[src/rtl/addsub_pkg.sv]
// Shared FSM state type, mode encodings and width helper for the serial add/sub unit.
package addsub_pkg;

    typedef enum logic [1:0] {
        IDLE = 2'd0,
        RUN  = 2'd1,
        DONE = 2'd2
    } state_t;

    localparam logic MODE_ADD = 1'b0;
    localparam logic MODE_SUB = 1'b1;

    function automatic int clog2(input int value);
        int r;
        int v;
        r = 0;
        v = value - 1;
        while (v > 0) begin
            r = r + 1;
            v = v >> 1;
        end
        return r;
    endfunction

endpackage

[src/rtl/addsub_digit.sv]
// Combinational DIGIT-bit ripple-carry slice; also exposes the carry into its top bit
// so the caller can derive signed overflow on the most significant digit.
module addsub_digit
    import addsub_pkg::*;
#(
    parameter int DIGIT = 4
) (
    input  logic [DIGIT-1:0] i_a,
    input  logic [DIGIT-1:0] i_b,
    input  logic             i_cin,
    output logic [DIGIT-1:0] o_sum,
    output logic             o_cout,
    output logic             o_c_msb_in
);

    logic [DIGIT:0] w_c;

    always_comb begin
        w_c    = '0;
        o_sum  = '0;
        w_c[0] = i_cin;
        for (int i = 0; i < DIGIT; i++) begin
            o_sum[i]  = i_a[i] ^ i_b[i] ^ w_c[i];
            w_c[i+1]  = (i_a[i] & i_b[i]) | (w_c[i] & (i_a[i] ^ i_b[i]));
        end
    end

    assign o_cout     = w_c[DIGIT];
    assign o_c_msb_in = w_c[DIGIT-1];

endmodule

[src/rtl/serial_addsub_unit.sv]
// Digit-serial add/subtract unit with valid/ready on both sides.
// Define ADDSUB_SAT_EN to saturate the result on signed overflow.
module serial_addsub_unit
    import addsub_pkg::*;
#(
    parameter int WIDTH = 16,
    parameter int DIGIT = 4
) (
    input  logic             clk,
    input  logic             rst,
    input  logic             in_valid,
    output logic             in_ready,
    input  logic [WIDTH-1:0] a,
    input  logic [WIDTH-1:0] b,
    input  logic             cin,
    input  logic             mode,
    output logic             out_valid,
    input  logic             out_ready,
    output logic [WIDTH-1:0] result,
    output logic             cout,
    output logic             ovf,
    output state_t           o_state
);

    localparam int N  = WIDTH / DIGIT;
    localparam int CW = (clog2(N) < 1) ? 1 : clog2(N);
    localparam logic [CW-1:0] LAST = CW'(N - 1);
    localparam logic [CW-1:0] ONE  = CW'(1);

    state_t           r_state;
    logic [WIDTH-1:0] r_a;
    logic [WIDTH-1:0] r_b;
    logic [WIDTH-1:0] r_result;
    logic             r_carry;
    logic             r_mode;
    logic             r_cout;
    logic             r_ovf;
    logic             r_in_ready;
    logic             r_out_valid;
    logic [CW-1:0]    r_cnt;

    logic [DIGIT-1:0] w_sum;
    logic             w_cout;
    logic             w_c_msb_in;
    logic             w_ovf;
    logic [WIDTH-1:0] w_acc_next;
    logic [WIDTH-1:0] w_result_fin;

    addsub_digit #(.DIGIT(DIGIT)) u_digit (
        .i_a        (r_a[DIGIT-1:0]),
        .i_b        (r_b[DIGIT-1:0]),
        .i_cin      (r_carry),
        .o_sum      (w_sum),
        .o_cout     (w_cout),
        .o_c_msb_in (w_c_msb_in)
    );

    // Only meaningful on the last RUN cycle, when the slice holds the top digit.
    assign w_ovf = w_cout ^ w_c_msb_in;

    // Partial sum fills from the top, so after N digits it is already in place.
    generate
        if (DIGIT == WIDTH) begin : g_single
            assign w_acc_next = w_sum;
        end else begin : g_multi
            logic [WIDTH-DIGIT-1:0] r_acc;
            always_ff @(posedge clk) begin
                if (rst) begin
                    r_acc <= '0;
                end else if (r_state == RUN) begin
                    r_acc <= w_acc_next[WIDTH-1:DIGIT];
                end
            end
            assign w_acc_next = {w_sum, r_acc};
        end
    endgenerate

`ifdef ADDSUB_SAT_EN
    // A wrapped MSB of 1 means the true value overflowed positive, and vice versa.
    assign w_result_fin = w_ovf ? {~w_acc_next[WIDTH-1], {(WIDTH-1){w_acc_next[WIDTH-1]}}}
                                : w_acc_next;
`else
    assign w_result_fin = w_acc_next;
`endif

    always_ff @(posedge clk) begin
        if (rst) begin
            r_state     <= IDLE;
            r_a         <= '0;
            r_b         <= '0;
            r_result    <= '0;
            r_carry     <= 1'b0;
            r_mode      <= MODE_ADD;
            r_cout      <= 1'b0;
            r_ovf       <= 1'b0;
            r_in_ready  <= 1'b1;
            r_out_valid <= 1'b0;
            r_cnt       <= '0;
        end else begin
            case (r_state)
                IDLE: begin
                    if (in_valid && r_in_ready) begin
                        r_a        <= a;
                        r_b        <= b ^ {WIDTH{mode}};
                        r_mode     <= mode;
                        r_carry    <= cin ^ mode;
                        r_cnt      <= '0;
                        r_in_ready <= 1'b0;
                        r_state    <= RUN;
                    end
                end
                RUN: begin
                    r_a     <= r_a >> DIGIT;
                    r_b     <= r_b >> DIGIT;
                    r_carry <= w_cout;
                    r_cnt   <= r_cnt + ONE;
                    if (r_cnt == LAST) begin
                        r_cnt       <= '0;
                        r_result    <= w_result_fin;
                        r_cout      <= (r_mode == MODE_SUB) ? ~w_cout : w_cout;
                        r_ovf       <= w_ovf;
                        r_out_valid <= 1'b1;
                        r_state     <= DONE;
                    end
                end
                DONE: begin
                    if (out_ready) begin
                        r_out_valid <= 1'b0;
                        r_in_ready  <= 1'b1;
                        r_state     <= IDLE;
                    end
                end
                default: begin
                    r_out_valid <= 1'b0;
                    r_in_ready  <= 1'b1;
                    r_state     <= IDLE;
                end
            endcase
        end
    end

    assign in_ready  = r_in_ready;
    assign out_valid = r_out_valid;
    assign result    = r_result;
    assign cout      = r_cout;
    assign ovf       = r_ovf;
    assign o_state   = r_state;

endmodule

[config.mk]
export PLATFORM = sky130hd
export DESIGN_NAME = serial_addsub_unit
export DESIGN_NICKNAME = d
export VERILOG_FILES = /design/src/rtl/addsub_pkg.sv /design/src/rtl/addsub_digit.sv /design/src/rtl/serial_addsub_unit.sv
export SDC_FILE = /design/constraint.sdc
export NUM_CORES = 1
export LEC_CHECK = 0
export BUFFER_PORTS_ARGS = -buffer_cell sky130_fd_sc_hd__buf_2
export CAP_MARGIN = 15
export CORE_ASPECT_RATIO = 0.6
export CORE_MARGIN = 3
export CORE_UTILIZATION = 55
export CTS_BUF_LIST = sky130_fd_sc_hd__clkbuf_4 sky130_fd_sc_hd__clkbuf_8
export DETAILED_ROUTE_END_ITERATION = 16
export PLACE_DENSITY = 0.79
export SYNTH_ARGS = -nofsm -noshare
export SYNTH_HDL_FRONTEND = slang
export SYNTH_SLANG_ARGS = --single-unit
export TNS_END_PERCENT = 100
[constraint.sdc]
create_clock -name clk -period 2.7 [get_ports clk]
set_input_delay 0.135 -clock clk [delete_from_list [all_inputs] [get_ports clk]]
set_output_delay 0.135 -clock clk [all_outputs]
set_load 0.03 [all_outputs]
==> metrics.txt, run 1 <==
row cnt 20; R2R Setup Slk 0.27 ns; syn_area_per_cell 9.38 um^2; outcome completed; max-cap check violation count 0; R2R Path Start r_a[0]; setup bufs post-CTS 0; Die Ht 64.8 um; Reg area 1400 um^2; GR Layer Usage met1 31.3%; final-stage net count 429; share of cells above drive strength 1 25.3%; Worst EP arrival 2.66 ns; hold crit path type in -> reg; CTS tree done; Pleak 1.48 nW; Total Negative Setup Slacks 0 ns; # diodes 0; CTS clk-pin slew, worst paths 0.08 ns; pwr dens 683 nW/um^2; DIE AREA 6740 um^2; FMAX 0.411 GHz; vias in the first global route roughly 2,500; global route hottest layer met2; top cell type's share of synthesized area roughly 44%; Post-Syn Nets roughly 380; CTS buffer count 9; crit end category flop; Pre-Repair DR Iteration Count 4; slew margin rel. between 40% and 50%; cells on worst reg2reg path 8; Syn Inst Count between 300 and 400; Clk Latency, worst-skew pair ~0.35 ns; crit-path max FO 2; GR Util met3 between 8 and 9%; number of fill cells in the layout 456; unrepaired setup endpoints after global routing no; max-slew violations 0; crit path kind reg -> reg; Final Hold Vio Count 0; Setup violations, final 0; core area 5310 um^2; Syn-to-layout area delta 15.1%; Least-Margin Pin Slew 0.779 ns; Critical Path End g_multi.r_acc[11]; Die X 104 um; hold path depth 3; I/O pins 60; total gr overflow 0; hpwl dp 4970 um; multi-input logic area around 1500 um^2; Routed WL per cell between 15 and 20 um; Detailed Route WL 7120 um; Yosys top cell by area dfxtp_1; Buffers on Ports 59; PostCTS Resize Cnt 0; Tot GR Track Use 23.0%; Clock Skew between 0.006 and 0.007 ns; Syn Std Cell Area 3170 um^2; clk sink count 70; Root Buffer clkbuf_8; clock buffer depth 2; VDD IR max 0.443 mV; GR Util met2 about a third; Vias about 2,600; crit path time final 2.43 ns; GP Congestion 0.773; reg2reg end g_multi.r_acc[11]; post-cts hold buffer count 0; largest net degree at the start of global routing 37; critical path data required time 2.93 ns; Yosys reg bits 70; H-tree levels 3; Syn. warnings 0; Routed Antenna Nets 0; first-pass GRT wire length between 10,000 and 15,000 um; initial antenna violation count 0; Synth area leaders dfxtp_1 44%, nand2_1 6.8%, a21oi_1 5.7%; register area share after synthesis 44.2%; Netlist cell types 34; Iter 0 DRT Violations 151; fin crit share 90.1%; final hold slack about 0.031 ns; Critical Path Start r_a[0]; Initial Util 59.7%; CP Launch Type flop; post-route DRC violation count 0; vias per std cell around 5.5
-- where the power goes --
part | switching [mW] | total [mW] | internal, mW
clock network | 0.418 | 0.951 | 0.533
registers | 0.0471 | 1.15 | 1.10
logic | 0.225 | 0.389 | 0.164
-- cell type report --
cell class,instances,area share [%]
Multi-Input combinational cell,225,41.7
Tap cell,77,2.64
Inverter,14,1.44
Clock buffer,9,3.40
Clock inverter,7,2.81
Timing Repair Buffer,66,9.54
Sequential cell,70,38.4
-- cell usage after synthesis --
cell and n:
buf_12 1, nor2b_2 1, inv_1 14, o21ai_0 10, o21a_1 7, nor2_1 9, nor4bb_4 1, ha_1 1
buf_6 4, nor2b_1 4, xnor2_1 19, mux2i_1 13, o41ai_2 4, nand3b_2 1, a21oi_2 1, a221oi_2 8
nor2_2 1, o21bai_1 7, or2_1 1, nand2_1 57, a2bb2oi_1 1, a21oi_1 36, buf_1 1, clkbuf_1 9
and3b_1 2, nand2b_1 2, nor3_1 13, a211oi_1 16, buf_4 8, a221oi_1 5, fa_1 4, buf_2 6
or3_1 1, dfxtp_1 70
-- critical path: stages (launching register included) --
cell      delay [ns]
dfxtp_1         0.34
fa_1            0.42
inv_1           0.08
fa_1            0.15
inv_1           0.05
fa_1            0.40
inv_1           0.09
fa_1            0.45
a211oi_1        0.33
-- worst min path at each step --
stage	from	end	slack [ns]
after floorplan	a[12]	r_a[12]	0.28
after global placement	out_ready	in_ready	0.39
after detailed placement	a[13]	r_a[13]	0.39
after CTS	a[13]	r_a[13]	0.02
after global routing	a[13]	r_a[13]	0.03
final	a[12]	r_a[12]	0.03
-- kinds of logic (layout without fill, tap and decap cells) --
group | after synthesis | after routing | synth area share (%)
AOI/OAI and AO/OA | 95 | 95 | 22.1
and+or+nand+nor | 93 | 93 | 13.6
DFF | 70 | 70 | 44.2
buffers and inverters | 43 | 96 | 7.74
xor gates and xnor gates | 19 | 19 | 5.25
muxes | 13 | 13 | 4.11
adders and majority gates | 5 | 5 | 2.92
-- layout by cell type (no fill, tap or decap), types with 8 or more instances in the layout --
master,synthesis,final
dfxtp_1,70,70
buf_2,6,59
nand2_1,57,57
a21oi_1,36,36
xnor2_1,19,19
a211oi_1,16,16
inv_1,14,14
mux2i_1,13,13
nor3_1,13,13
o21ai_0,10,10
nor2_1,9,9
clkbuf_8,0,9
a221oi_2,8,8
-- stage by stage --
step / std cells / setup slack [ns] / util (%) / power [mW] / instance area (um^2)
floorplan: 338 / 0.596 / - / 1.47 / 3170
global placement: 452 / 0.542 / 64.5 / 1.54 / 3420
detailed placement: 452 / 0.419 / 64.5 / 1.56 / 3420
CTS: 468 / 0.273 / 68.8 / 2.51 / 3650
global route: 468 / 0.166 / 68.8 / 2.61 / 3650
finish: 468 / 0.268 / 68.8 / 2.49 / 3650
-- metal layers --
layer,routed length (um),vias up
met4,68,0
li1,-,1263
met1,3540,1224
met2,3150,71
met5,0,-
met3,367,7
-- registers in the layout, summed over array words and instances, names as in the netlist, 2 cells and up --
register	cells
g_multi.r_acc	12
r_cnt	2
r_b	16
r_a	16
o_state	2
result	16
Power figures use the tool's default switching activity.
==> run 2: changes to the inputs <==
--- a/config.mk
+++ b/config.mk
@@ -5,14 +5,16 @@
 export SDC_FILE = /design/constraint.sdc
 export NUM_CORES = 1
 export LEC_CHECK = 0
-export BUFFER_PORTS_ARGS = -buffer_cell sky130_fd_sc_hd__buf_2
+export BUFFER_PORTS_ARGS = -buffer_cell sky130_fd_sc_hd__buf_4
 export CAP_MARGIN = 15
+export CELL_PAD_IN_SITES_DETAIL_PLACEMENT = 1
+export CELL_PAD_IN_SITES_GLOBAL_PLACEMENT = 1
 export CORE_ASPECT_RATIO = 0.6
 export CORE_MARGIN = 3
-export CORE_UTILIZATION = 55
+export CORE_UTILIZATION = 43
 export CTS_BUF_LIST = sky130_fd_sc_hd__clkbuf_4 sky130_fd_sc_hd__clkbuf_8
 export DETAILED_ROUTE_END_ITERATION = 16
-export PLACE_DENSITY = 0.79
+export PLACE_DENSITY_LB_ADDON = 0.12
 export SYNTH_ARGS = -nofsm -noshare
 export SYNTH_HDL_FRONTEND = slang
 export SYNTH_SLANG_ARGS = --single-unit
==> run 2 against run 1 <==
Against the previous run:
- maximum frequency is 4.6% higher
- first-iteration DRC count is 0.66% lower
- via count is 1.2% lower
- critical path depth is 2 higher
- sequential power hardly changed
- critical path type unchanged
- critical endpoint is now ovf
- highest routed layer unchanged
==> metrics.txt, run 2 (synthesized netlist as in run 1, its figures left out) <==
outcome completed (unchanged); Initial Util 45.9% (was 59.7%); Clock Skew 0.00718 ns (was 0.00617 ns); Die X 117 um (was 104 um); post-route DRC violation count 0 (unchanged); first-pass GRT wire length 13,300 um (was 12,300 um); Setup violations, final 0 (unchanged); largest net degree at the start of global routing 75 (was 37); H-tree levels 3 (unchanged); crit path time final 2.32 ns (was 2.43 ns); max-cap check violation count 0 (unchanged); max-slew violations 0 (unchanged); CTS tree done (unchanged); total gr overflow 0 (unchanged); Worst Slack Setup Final 0.375 ns (was 0.268 ns); Routed WL per cell 17.3 um (was 15.2 um); Total Negative Setup Slacks 0 ns (unchanged); Root Buffer clkbuf_8 (unchanged); Syn-to-layout area delta 19.2% (was 15.1%); setup bufs post-CTS 0 (unchanged); post-cts hold buffer count 0 (unchanged); hold crit path type in -> reg (unchanged); worst slack at placement 0.374 ns (was 0.419 ns); vias in the first global route 2,620 (was 2,547); CTS clk-pin slew, worst paths 0.07 ns (was 0.08 ns); CP Launch Type flop (unchanged); Least-Margin Pin Slew 0.823 ns (was 0.779 ns); Clk Latency, worst-skew pair 0.35 ns (about the same); cells on worst reg2reg path 10 (was 8); VDD IR max 0.299 mV (was 0.443 mV); CTS buffer count 9 (unchanged); FMAX 0.430 GHz (was 0.411 GHz); Iter 0 DRT Violations 150 (was 151); number of fill cells in the layout 798 (was 456); Buffers on Ports 59 (unchanged); unrepaired setup endpoints after global routing no (unchanged); # diodes 0 (unchanged); crit end category flop (unchanged); Vias 2,535 (was 2,565); slew margin rel. 45.1% (was 48.0%); row cnt 23 (was 20); Pleak 1.50 nW (was 1.48 nW); commonest non-fill, non-tap cell in the layout dfxtp_1 (unchanged); crit path kind reg -> reg (unchanged); pwr dens 636 nW/um^2 (was 683 nW/um^2); Critical Path End ovf (was g_multi.r_acc[11]); most frequent cells in the layout 70 x dfxtp_1, 65 x buf_4, 57 x nand2_1 (was 70 x dfxtp_1, 59 x buf_2, 57 x nand2_1); R2R Path Start r_a[0] (unchanged); vias per std cell 5.31 (was 5.48); final-stage net count 428 (was 429); multi-input logic area 1520 um^2 (unchanged); clock buffer depth 2 (unchanged); fin crit share 86.1% (was 90.1%); critical path data required time 2.97 ns (was 2.93 ns); GP Congestion 0.764 (was 0.773); Pre-Repair DR Iteration Count 4 (unchanged); hpwl dp 5720 um (was 4970 um); R2R Setup Slk 0.38 ns (was 0.27 ns); Routed Antenna Nets 0 (unchanged); reg2reg end ovf (was g_multi.r_acc[11]); Worst EP arrival 2.60 ns (was 2.66 ns); Critical Path Start r_a[0] (unchanged); Reg area 1400 um^2 (unchanged); share of cells above drive strength 1 25.1% (was 25.3%); DIE AREA 8470 um^2 (was 6740 um^2); Detailed Route WL 8240 um (was 7120 um); crit-path max FO 3 (was 2); initial antenna violation count 0 (unchanged); I/O pins 60 (unchanged); Final Hold Vio Count 0 (unchanged); Die Ht 72.5 um (was 64.8 um); Tot GR Track Use 20.8% (was 23.0%); clk sink count 70 (unchanged); PostCTS Resize Cnt 0 (unchanged); core area 6910 um^2 (was 5310 um^2)
-- run 2: per-layer routing --
metal	wire length (um)	global-route usage [%]
met1	3930	28.0
met2	3710	32.0
met3	473	6.92
met4	119	5.85
met5	0	0
-- run 2: worst min-delay path by stage --
stage	from	slack, ns	endpoint	cells past startpoint
3_3_place_gp	out_ready	0.39	in_ready	3
6_report	out_ready	0.04	in_ready	3
4_1_cts	out_ready	0.02	in_ready	3
2_1_floorplan	a[12]	0.28	r_a[12]	2
3_5_place_dp	out_ready	0.40	in_ready	3
5_1_grt	a[15]	0.03	r_a[15]	3
-- run 2: cell type report --
| class | instances | area share [%] |
|---|---|---|
| clock inverters | 2 | 0.331 |
| repair buffers | 65 | 12.9 |
| well taps | 87 | 2.88 |
| multi-input cells | 225 | 40.3 |
| clock buffers | 14 | 5.10 |
| flip-flops and latches | 70 | 37.1 |
| inverters | 14 | 1.39 |
-- run 2: critical path, stage by stage (launching register included) --
cell	delay, ns
dfxtp_1	0.38
fa_1	0.19
inv_1	0.05
fa_1	0.35
inv_1	0.07
fa_1	0.20
inv_1	0.06
fa_1	0.44
xnor2_1	0.22
nand2_1	0.09
a21oi_1	0.19
-- run 2: through the flow --
step / util [%] / cells / area, um^2 / hold slack [ns] / power, mW
after CTS: 54.7 / 477 / 3780 / 0.0229 / 2.43
final: 54.7 / 477 / 3780 / 0.0424 / 2.40
after global placement: 51.7 / 461 / 3570 / 0.389 / 1.57
after global routing: 54.7 / 477 / 3780 / 0.0316 / 2.52
after floorplan: - / 338 / 3170 / 0.275 / 1.47
after detailed placement: 51.7 / 461 / 3570 / 0.402 / 1.59
-- run 2: power by group --
group          internal, mW  switching, mW  total, mW
logic                 0.180          0.232      0.412
registers              1.10         0.0491       1.15
clock network         0.458          0.380      0.838
